**src/rtl/reset_sequencer.sv**
```systemverilog
// reset_sequencer: holds NUM_DOMAINS reset domains, then releases them one at a
// time in index order, waiting for each domain's ready flag before moving on.
// Once the sequence is complete, software may reset all domains or just one.
// Optional watchdog: define RST_SEQ_WATCHDOG_EN to bound each ready wait to
// TIMEOUT_CYCLES edges and record a sticky timeout flag plus the failing index.
module reset_sequencer #(
  parameter int NUM_DOMAINS    = 4,
  parameter int HOLD_CYCLES    = 8,
  parameter int GAP_CYCLES     = 2,
  parameter int TIMEOUT_CYCLES = 256,
  localparam int IW = (NUM_DOMAINS > 1) ? $clog2(NUM_DOMAINS) : 1
) (
  input  logic                   clk_i,
  input  logic                   async_reset_i,
  input  logic [NUM_DOMAINS-1:0] domain_ready_i,
  input  logic                   sw_rst_valid_i,
  input  logic                   sw_rst_all_i,
  input  logic [IW-1:0]          sw_rst_sel_i,
  output logic                   sw_rst_ready_o,
  output logic [NUM_DOMAINS-1:0] domain_rst_o,
  output logic                   all_ready_o,
  output logic                   busy_o,
  output logic                   timeout_err_o,
  output logic [IW-1:0]          err_domain_o
);

  localparam int MAXC0 = (HOLD_CYCLES > GAP_CYCLES) ? HOLD_CYCLES : GAP_CYCLES;
  localparam int MAXC  = (MAXC0 > TIMEOUT_CYCLES) ? MAXC0 : TIMEOUT_CYCLES;
  localparam int CW    = $clog2(MAXC + 1);

  localparam logic [2:0] S_HOLD  = 3'd0;
  localparam logic [2:0] S_WAIT  = 3'd1;
  localparam logic [2:0] S_GAP   = 3'd2;
  localparam logic [2:0] S_DONE  = 3'd3;
  localparam logic [2:0] S_SHOLD = 3'd4;
  localparam logic [2:0] S_SWAIT = 3'd5;

  logic [2:0]             state_q, state_d;
  logic [IW-1:0]          idx_q, idx_d, idx_nx;
  logic [CW-1:0]          cnt_q, cnt_d;
  logic [NUM_DOMAINS-1:0] rst_q, rst_d;
  logic                   all_ready_q, busy_q, swr_q;
  logic                   rdy_eff, to_hit, wd_clr, te_clr;

  assign idx_nx = idx_q + 1'b1;

  // Main sequencing: next state, index, counter and per-domain reset bits.
  always_comb begin
    state_d = state_q;
    idx_d   = idx_q;
    cnt_d   = cnt_q;
    rst_d   = rst_q;
    wd_clr  = 1'b0;
    te_clr  = 1'b0;
    // A watchdog expiry is treated exactly like a sampled ready.
    rdy_eff = domain_ready_i[idx_q] | to_hit;
    case (state_q)
      S_HOLD, S_SHOLD: begin
        if (cnt_q == '0) begin
          rst_d[idx_q] = 1'b0;
          wd_clr       = 1'b1;
          state_d      = (state_q == S_HOLD) ? S_WAIT : S_SWAIT;
        end else begin
          cnt_d = cnt_q - 1'b1;
        end
      end
      S_WAIT: begin
        if (rdy_eff) begin
          if (idx_q == IW'(NUM_DOMAINS - 1)) begin
            state_d = S_DONE;
          end else if (GAP_CYCLES == 0) begin
            rst_d[idx_nx] = 1'b0;
            idx_d         = idx_nx;
            wd_clr        = 1'b1;
          end else begin
            cnt_d   = CW'(GAP_CYCLES - 1);
            state_d = S_GAP;
          end
        end
      end
      S_GAP: begin
        if (cnt_q == '0) begin
          rst_d[idx_nx] = 1'b0;
          idx_d         = idx_nx;
          wd_clr        = 1'b1;
          state_d       = S_WAIT;
        end else begin
          cnt_d = cnt_q - 1'b1;
        end
      end
      S_SWAIT: begin
        if (rdy_eff) state_d = S_DONE;
      end
      S_DONE: begin
        if (sw_rst_valid_i) begin
          if (sw_rst_all_i) begin
            rst_d   = '1;
            te_clr  = 1'b1;
            idx_d   = '0;
            cnt_d   = CW'(HOLD_CYCLES - 1);
            state_d = S_HOLD;
          end else if (int'(sw_rst_sel_i) < NUM_DOMAINS) begin
            rst_d[sw_rst_sel_i] = 1'b1;
            idx_d               = sw_rst_sel_i;
            cnt_d               = CW'(HOLD_CYCLES - 1);
            state_d             = S_SHOLD;
          end
        end
      end
      default: state_d = S_HOLD;
    endcase
  end

  // State and registered outputs; status flags follow the next state so they
  // change on the same edge as the transition.
  always_ff @(posedge clk_i or posedge async_reset_i) begin
    if (async_reset_i) begin
      state_q     <= S_HOLD;
      idx_q       <= '0;
      cnt_q       <= CW'(HOLD_CYCLES - 1);
      rst_q       <= '1;
      all_ready_q <= 1'b0;
      busy_q      <= 1'b1;
      swr_q       <= 1'b0;
    end else begin
      state_q     <= state_d;
      idx_q       <= idx_d;
      cnt_q       <= cnt_d;
      rst_q       <= rst_d;
      all_ready_q <= (state_d == S_DONE);
      busy_q      <= (state_d != S_DONE);
      swr_q       <= (state_d == S_DONE);
    end
  end

  assign domain_rst_o   = rst_q;
  assign all_ready_o    = all_ready_q;
  assign busy_o         = busy_q;
  assign sw_rst_ready_o = swr_q;

`ifdef RST_SEQ_WATCHDOG_EN
  logic [CW-1:0] wd_q, wd_d;
  logic          te_q, te_d;
  logic [IW-1:0] ed_q, ed_d;
  logic          waiting;

  assign waiting = (state_q == S_WAIT) || (state_q == S_SWAIT);
  assign to_hit  = waiting && !domain_ready_i[idx_q] &&
                   (wd_q == CW'(TIMEOUT_CYCLES - 1));

  // Watchdog: count not-ready edges while waiting; flag and record on expiry.
  always_comb begin
    wd_d = wd_q;
    te_d = te_q;
    ed_d = ed_q;
    if (wd_clr) begin
      wd_d = '0;
    end else if (waiting && !domain_ready_i[idx_q]) begin
      if (to_hit) begin
        te_d = 1'b1;
        ed_d = idx_q;
        wd_d = '0;
      end else begin
        wd_d = wd_q + 1'b1;
      end
    end
    if (te_clr) te_d = 1'b0;
  end

  // Watchdog registers.
  always_ff @(posedge clk_i or posedge async_reset_i) begin
    if (async_reset_i) begin
      wd_q <= '0;
      te_q <= 1'b0;
      ed_q <= '0;
    end else begin
      wd_q <= wd_d;
      te_q <= te_d;
      ed_q <= ed_d;
    end
  end

  assign timeout_err_o = te_q;
  assign err_domain_o  = ed_q;
`else
  logic unused_wd;
  assign unused_wd     = wd_clr ^ te_clr;
  assign to_hit        = 1'b0;
  assign timeout_err_o = 1'b0;
  assign err_domain_o  = '0;
`endif

endmodule

```
**config.mk**
```make
export PLATFORM = sky130hd
export DESIGN_NAME = reset_sequencer
export DESIGN_NICKNAME = d
export VERILOG_FILES = /design/src/rtl/reset_sequencer.sv
export SDC_FILE = /design/constraint.sdc
export NUM_CORES = 1
export LEC_CHECK = 0
export CAP_MARGIN = 25
export CORE_UTILIZATION = 56
export CTS_BUF_LIST = sky130_fd_sc_hd__clkbuf_2 sky130_fd_sc_hd__clkbuf_4 sky130_fd_sc_hd__clkbuf_8
export CTS_CLUSTER_SIZE = 14
export DETAILED_ROUTE_END_ITERATION = 8
export MAX_ROUTING_LAYER = met4
export PLACE_DENSITY = 0.88
export SLEW_MARGIN = 20
export SYNTH_ARGS = -nofsm -noshare
export SYNTH_HDL_FRONTEND = slang
export SYNTH_SLANG_ARGS = --single-unit
```
**constraint.sdc**
```tcl
create_clock -name clk_i -period 2.5 [get_ports clk_i]
set_input_delay 0.5 -clock clk_i [delete_from_list [all_inputs] [get_ports clk_i]]
set_output_delay 0.5 -clock clk_i [all_outputs]
set_load 0.05 [all_outputs]
```
==> impl_metrics.env, run 1 <==
export IMPL_arrival_ps=2450
export IMPL_worst_pin_slew_ps=751
export IMPL_grt_pass1_vias=1156
export IMPL_place_area_mm2=0.00155
export IMPL_via_count=1207
export IMPL_finalHoldViolCount=0
export IMPL_maxSlewHeadroom_pct=49.9
export IMPL_gp_congestion=0.872
export IMPL_dp_hpwl_mm=2.36
export IMPL_min_path_type="register to register"
export IMPL_cts_buffer_depth=2
export IMPL_layout_drive_gt1_share_pct=15.4
export IMPL_powerDensity_mw_per_mm2=1100
export IMPL_drt_iter0_drc=18
export IMPL_max_freq_ghz=0.452
export IMPL_ios=20
export IMPL_crit_chain="inv_1 -> ha_1 -> or4b_2 -> or3_4 -> nand3_4 -> mux2_2"
export IMPL_postCtsSetupBuffers=0
export IMPL_cts_buffers=3
export IMPL_synth_cell_types=42
export IMPL_synth_seq_area_share_pct=37.2
export IMPL_antenna_found_initial=0
export IMPL_drt_pass1_iter_count=4
export IMPL_synthCells=151
export IMPL_fin_crit_sh_pct=88.5
export IMPL_slowest_delay_ps=640
export IMPL_grt_overflow=0
export IMPL_post_drt_wl_per_cell_um=15.7
export IMPL_hold_buffers=0
export IMPL_r2r_setup_slack_ps=290
export IMPL_critPathLaunchType="register"
export IMPL_rows=17
export IMPL_synth_edff_count=0
export IMPL_track_usage_pct=27.7
export IMPL_chipWidth_um=51.5
export IMPL_setup_violations=0
export IMPL_status="completed"
export IMPL_critical_path_max_fanout=9
export IMPL_rsz0062_at_grt="false"
export IMPL_slowest_stage="or4b_2"
export IMPL_maxCapViolations=0
export IMPL_end_kind="register"
export IMPL_ys_warn_count=0
export IMPL_ir_worst_vdd_v=0.000777
export IMPL_dieArea_mm2=0.00265
export IMPL_synth_area_per_cell_um2=9.08
export IMPL_critPathKind="register to register"
export IMPL_cts_max_level=1
export IMPL_grt_max_degree=21
export IMPL_wirelength_mm=3.09
export IMPL_portBuffers=16
export IMPL_synth_seq_cells=20
export IMPL_post_route_drc_count=0
export IMPL_syn_area_mm2=0.00137
export IMPL_stdcell_area_mm2=0.00160
export IMPL_detail_route_vias_per_cell=6.13
export IMPL_yosys_most_used_dff="dfrtp_1"
export IMPL_p_leak_uw=0.000681
export IMPL_finalSetupTns_ps=0
export IMPL_cts_tree="done"
export IMPL_crit_family="simple AND/OR/NAND/NOR gates"
export IMPL_clkTransAtPathRegs_ps=100
export IMPL_skew_ps=15.3
export IMPL_critPathRequiredTime_ps=2740
export IMPL_insertedDiodeCount=0
export IMPL_finalCriticalPeriod_ps=2210
export IMPL_area_delta_synth_final_pct=16.8
export IMPL_post_cts_resized=0
export IMPL_antenna_left=0
export IMPL_synthArstFlopShare_pct=100
export IMPL_initial_core_util_pct=60.8
export IMPL_cts_sink_count=20
export IMPL_worst_path_buf_inv=1
export IMPL_utilization_pct=71.0
export IMPL_clock_latency_ps=310
export IMPL_grt_pass1_wl_mm=5.14
export IMPL_slew_viol_final=0
export IMPL_cts_root_buf="clkbuf_4"
export IMPL_die_y_um=51.5
export IMPL_core_area_mm2=0.00225
export IMPL_fin_nets=188
[worst paths after layout]
| kind | startpoint | endpoint | cells past startpoint |
|---|---|---|---|
| hold / removal | domain_rst_o[2] | domain_rst_o[2] | 2 |
| setup / recovery | cnt_q[0] | cnt_q[1] | 6 |
| max in group asynchronous | async_reset_i | cnt_q[6] | 2 |
| min in group asynchronous | async_reset_i | cnt_q[3] | 2 |
| setup reg to reg | cnt_q[0] | cnt_q[1] | 6 |
| hold reg to reg | domain_rst_o[2] | domain_rst_o[2] | 2 |
[report_power, final]
part	total, µW	internal, µW	switching, µW
logic	883	367	516
registers	608	469	139
clock network	265	162	102
[registers in the layout, summed over array words and instances, names as in the netlist]
name,count
idx_q,2
domain_rst_o,4
state_q,3
cnt_q,9
sw_rst_ready_o,1
busy_o,1
[cell families after synthesis]
| group | Yosys count | share of synthesized area (%) |
|---|---|---|
| AOI/OAI and AO/OA | 48 | 21.8 |
| adders and majority gates | 8 | 7.30 |
| buffers and inverters | 14 | 5.38 |
| DFF | 20 | 37.2 |
| muxes | 9 | 6.84 |
| other | 1 | 0.273 |
| and+or+nand+nor | 51 | 21.2 |
[cell usage after synthesis, drive strengths merged, types with 4 or more instances]
library cell / count / area, µm²
o21ai: 18 / 90.1
dfrtp: 12 / 300
a21oi: 11 / 55.1
nor2: 10 / 37.5
nand2: 9 / 33.8
dfstp: 8 / 210
ha: 8 / 100
nor3: 8 / 40.0
buf: 7 / 47.6
inv: 7 / 26.3
mux2i: 6 / 60.1
a21o: 4 / 31.3
nand3: 4 / 32.5
o21bai: 4 / 30.0
[worst min-delay path, cell delays in order (launching register included)]
cell,delay [ps]
dfstp_2,390
o21ai_0,60
o21ai_0,80
[routing by layer]
layer | vias up | share of wire (%) | track usage (%)
met3 | 5 | 4.3 | 6.25
met2 | 28 | 49 | 43.3
met4 | 0 | 1.2 | 11.7
li1 | 586 | - | -
met1 | 588 | 45 | 34.4
met5 | - | 0 | -
[cell usage in the layout (no fill, tap or decap), types with 2 or more instances in the layout]
master and instances:
or4_1 2, nor4_1 3, nand3_1 3, o21bai_1 4, dfrtp_1 12, buf_4 3, nor3_1 8, nand2_1 9
a21oi_1 11, clkbuf_4 3, inv_1 7, mux2i_1 6, clkdlybuf4s50_1 16, mux2_2 3, nand3b_1 2, ha_1 8
a22o_1 3, nor2_1 10, a21o_1 3, conb_1 3, nor2b_1 2, dfstp_2 8, o21ai_0 18, nand2b_1 2
[final cells by class]
type	count	area, µm²
multi-input cells	119	795
fillers	180	653
flip-flops and latches	20	510
repair buffers	19	183
well taps	28	35.0
clock inverters	1	30.0
inverters	7	26.3
clock buffers	3	22.5
[through the flow]
stage	hold slack [ps]	power, µW	worst slack, ps	std cells
after detailed placement	510	1480	309	193
after CTS	527	1750	303	197
after global placement	499	1410	358	193
after floorplan	458	1250	404	153
final	517	1760	288	197
after global routing	546	1890	49.8	197
No activity file was read; power rests on OpenSTA's default activity.
==> run 2: changes to the inputs <==
--- a/config.mk
+++ b/config.mk
@@ -10,6 +10,7 @@
 export CTS_BUF_LIST = sky130_fd_sc_hd__clkbuf_2 sky130_fd_sc_hd__clkbuf_4 sky130_fd_sc_hd__clkbuf_8
 export CTS_CLUSTER_SIZE = 14
 export DETAILED_ROUTE_END_ITERATION = 8
+export GPL_TIMING_DRIVEN = 0
 export MAX_ROUTING_LAYER = met4
 export PLACE_DENSITY = 0.88
 export SLEW_MARGIN = 20
==> impl_metrics.env, run 2 (synthesized netlist as in run 1, its figures left out) <==
export IMPL_fin_crit_sh_pct=90.0
export IMPL_gp_congestion=0.870
export IMPL_min_path_type="register to register"
export IMPL_via_count=1186
export IMPL_postCtsSetupBuffers=0
export IMPL_rsz0062_at_grt="false"
export IMPL_insertedDiodeCount=0
export IMPL_clock_latency_ps=310
export IMPL_worst_pin_slew_ps=754
export IMPL_detail_route_vias_per_cell=5.90
export IMPL_maxCapViolations=0
export IMPL_cts_tree="done"
export IMPL_cts_buffers=3
export IMPL_stdcell_area_mm2=0.00160
export IMPL_fill_cells=182
export IMPL_die_y_um=51.5
export IMPL_cts_buffer_depth=2
export IMPL_fin_nets=192
export IMPL_clkTransAtPathRegs_ps=100
export IMPL_finalSetupTns_ps=0
export IMPL_max_freq_ghz=0.444
export IMPL_top_register="cnt_q"
export IMPL_dieArea_mm2=0.00265
export IMPL_core_area_mm2=0.00225
export IMPL_critPathLaunchType="register"
export IMPL_cts_root_buf="clkbuf_4"
export IMPL_track_usage_pct=27.2
export IMPL_final_common_cell="o21ai_0"
export IMPL_dp_hpwl_mm=2.29
export IMPL_critical_path_max_fanout=9
export IMPL_layout_drive_gt1_share_pct=17.3
export IMPL_arrival_ps=2450
export IMPL_critPathKind="register to register"
export IMPL_crit_chain="inv_1 -> ha_1 -> or4b_2 -> or3_4 -> nand3_4 -> nor3_1 -> a22o_1"
export IMPL_end_kind="register"
export IMPL_crit_family="simple AND/OR/NAND/NOR gates"
export IMPL_drt_pass1_iter_count=4
export IMPL_place_area_mm2=0.00157
export IMPL_powerDensity_mw_per_mm2=1030
export IMPL_grt_pass1_wl_mm=5.03
export IMPL_finalHoldViolCount=0
export IMPL_grt_pass1_vias=1162
export IMPL_skew_ps=9.08
export IMPL_cts_sink_count=20
export IMPL_ir_worst_vdd_v=0.000847
export IMPL_antenna_left=0
export IMPL_slowest_stage="or4b_2"
export IMPL_p_leak_uw=0.000691
export IMPL_maxSlewHeadroom_pct=49.7
export IMPL_post_cts_resized=0
export IMPL_cts_max_level=1
export IMPL_wirelength_mm=2.98
export IMPL_whs_ps=524
export IMPL_status="completed"
export IMPL_post_route_drc_count=0
export IMPL_setup_violations=0
export IMPL_grt_overflow=0
export IMPL_slew_viol_final=0
export IMPL_finalPower_uw=1660
export IMPL_worst_path_buf_inv=1
export IMPL_layout_cells_most_common_list="18 x o21ai_0, 16 x clkdlybuf4s50_1, 12 x dfrtp_1"
export IMPL_slowest_delay_ps=640
export IMPL_finalCriticalPeriod_ps=2250
export IMPL_rows=17
export IMPL_post_drt_wl_per_cell_um=14.8
export IMPL_area_delta_synth_final_pct=17.0
export IMPL_portBuffers=16
export IMPL_grt_max_degree=21
export IMPL_initial_core_util_pct=60.8
export IMPL_chipWidth_um=51.5
export IMPL_drt_iter0_drc=29
export IMPL_ios=20
export IMPL_critPathRequiredTime_ps=2700
export IMPL_largest_reg_flops=9
export IMPL_hold_buffers=0
export IMPL_antenna_found_initial=0
==> run 2: cell count changes in the layout (fill, tap and decap cells not counted) <==
cell,change
buf_4,+2
buf_2,+2
clkbuf_4,+1
bufinv_16,-1
==> run 2: worst reg2reg max path, stage by stage (launching register included) <==
cell	delay, ps
dfstp_2	380
inv_1	110
ha_1	150
or4b_2	640
or3_4	390
nand3_4	150
nor3_1	90
a22o_1	240
==> run 2: report_power, final <==
part           switching (µW)  leakage (µW)  internal, µW
registers                 130      0.000238           469
logic                     513      0.000435           373
clock network            97.9     0.0000184          73.3
total                     741      0.000691           915
==> run 2: cell type report <==
| cell class | instances | area, µm² | share of cell area [%] |
|---|---|---|---|
| timing repair buffer | 16 | 160 | 9.98 |
| buffer | 7 | 47.5 | 2.96 |
| inverter | 7 | 26.3 | 1.64 |
| sequential | 20 | 510 | 31.8 |
| tap | 28 | 35.0 | 2.18 |
| clock buffer | 4 | 30.0 | 1.87 |
| multi-input combinational | 119 | 795 | 49.5 |
==> run 2: worst paths after layout <==
kind	start	endpoint	slack [ps]	depth (start not counted)
min in group asynchronous	async_reset_i	cnt_q[3]	610	2
setup reg to reg	cnt_q[0]	cnt_q[4]	250	7
max in group asynchronous	async_reset_i	cnt_q[8]	1420	2
setup / recovery	cnt_q[0]	cnt_q[4]	250	7
hold / removal	domain_rst_o[2]	domain_rst_o[2]	520	2
hold reg to reg	domain_rst_o[2]	domain_rst_o[2]	520	2
==> run 2: stage by stage <==
stage / setup WS [ps] / utilization [%] / std cells
final: 250 / 71.1 / 201
after floorplan: 404 / - / 153
after global routing: 69.8 / 71.1 / 201
after global placement: 125 / 69.8 / 197
after detailed placement: 125 / 69.8 / 197
after CTS: 255 / 71.1 / 201
==> run 2: layer usage <==
layer / share of wire [%] / track usage (%) / wire length, µm
met1: 44 / 32.6 / 1300
met5: 0 / - / 0
met4: 1.7 / 14.0 / 51
met2: 50 / 42.0 / 1500
met3: 4.5 / 7.14 / 134
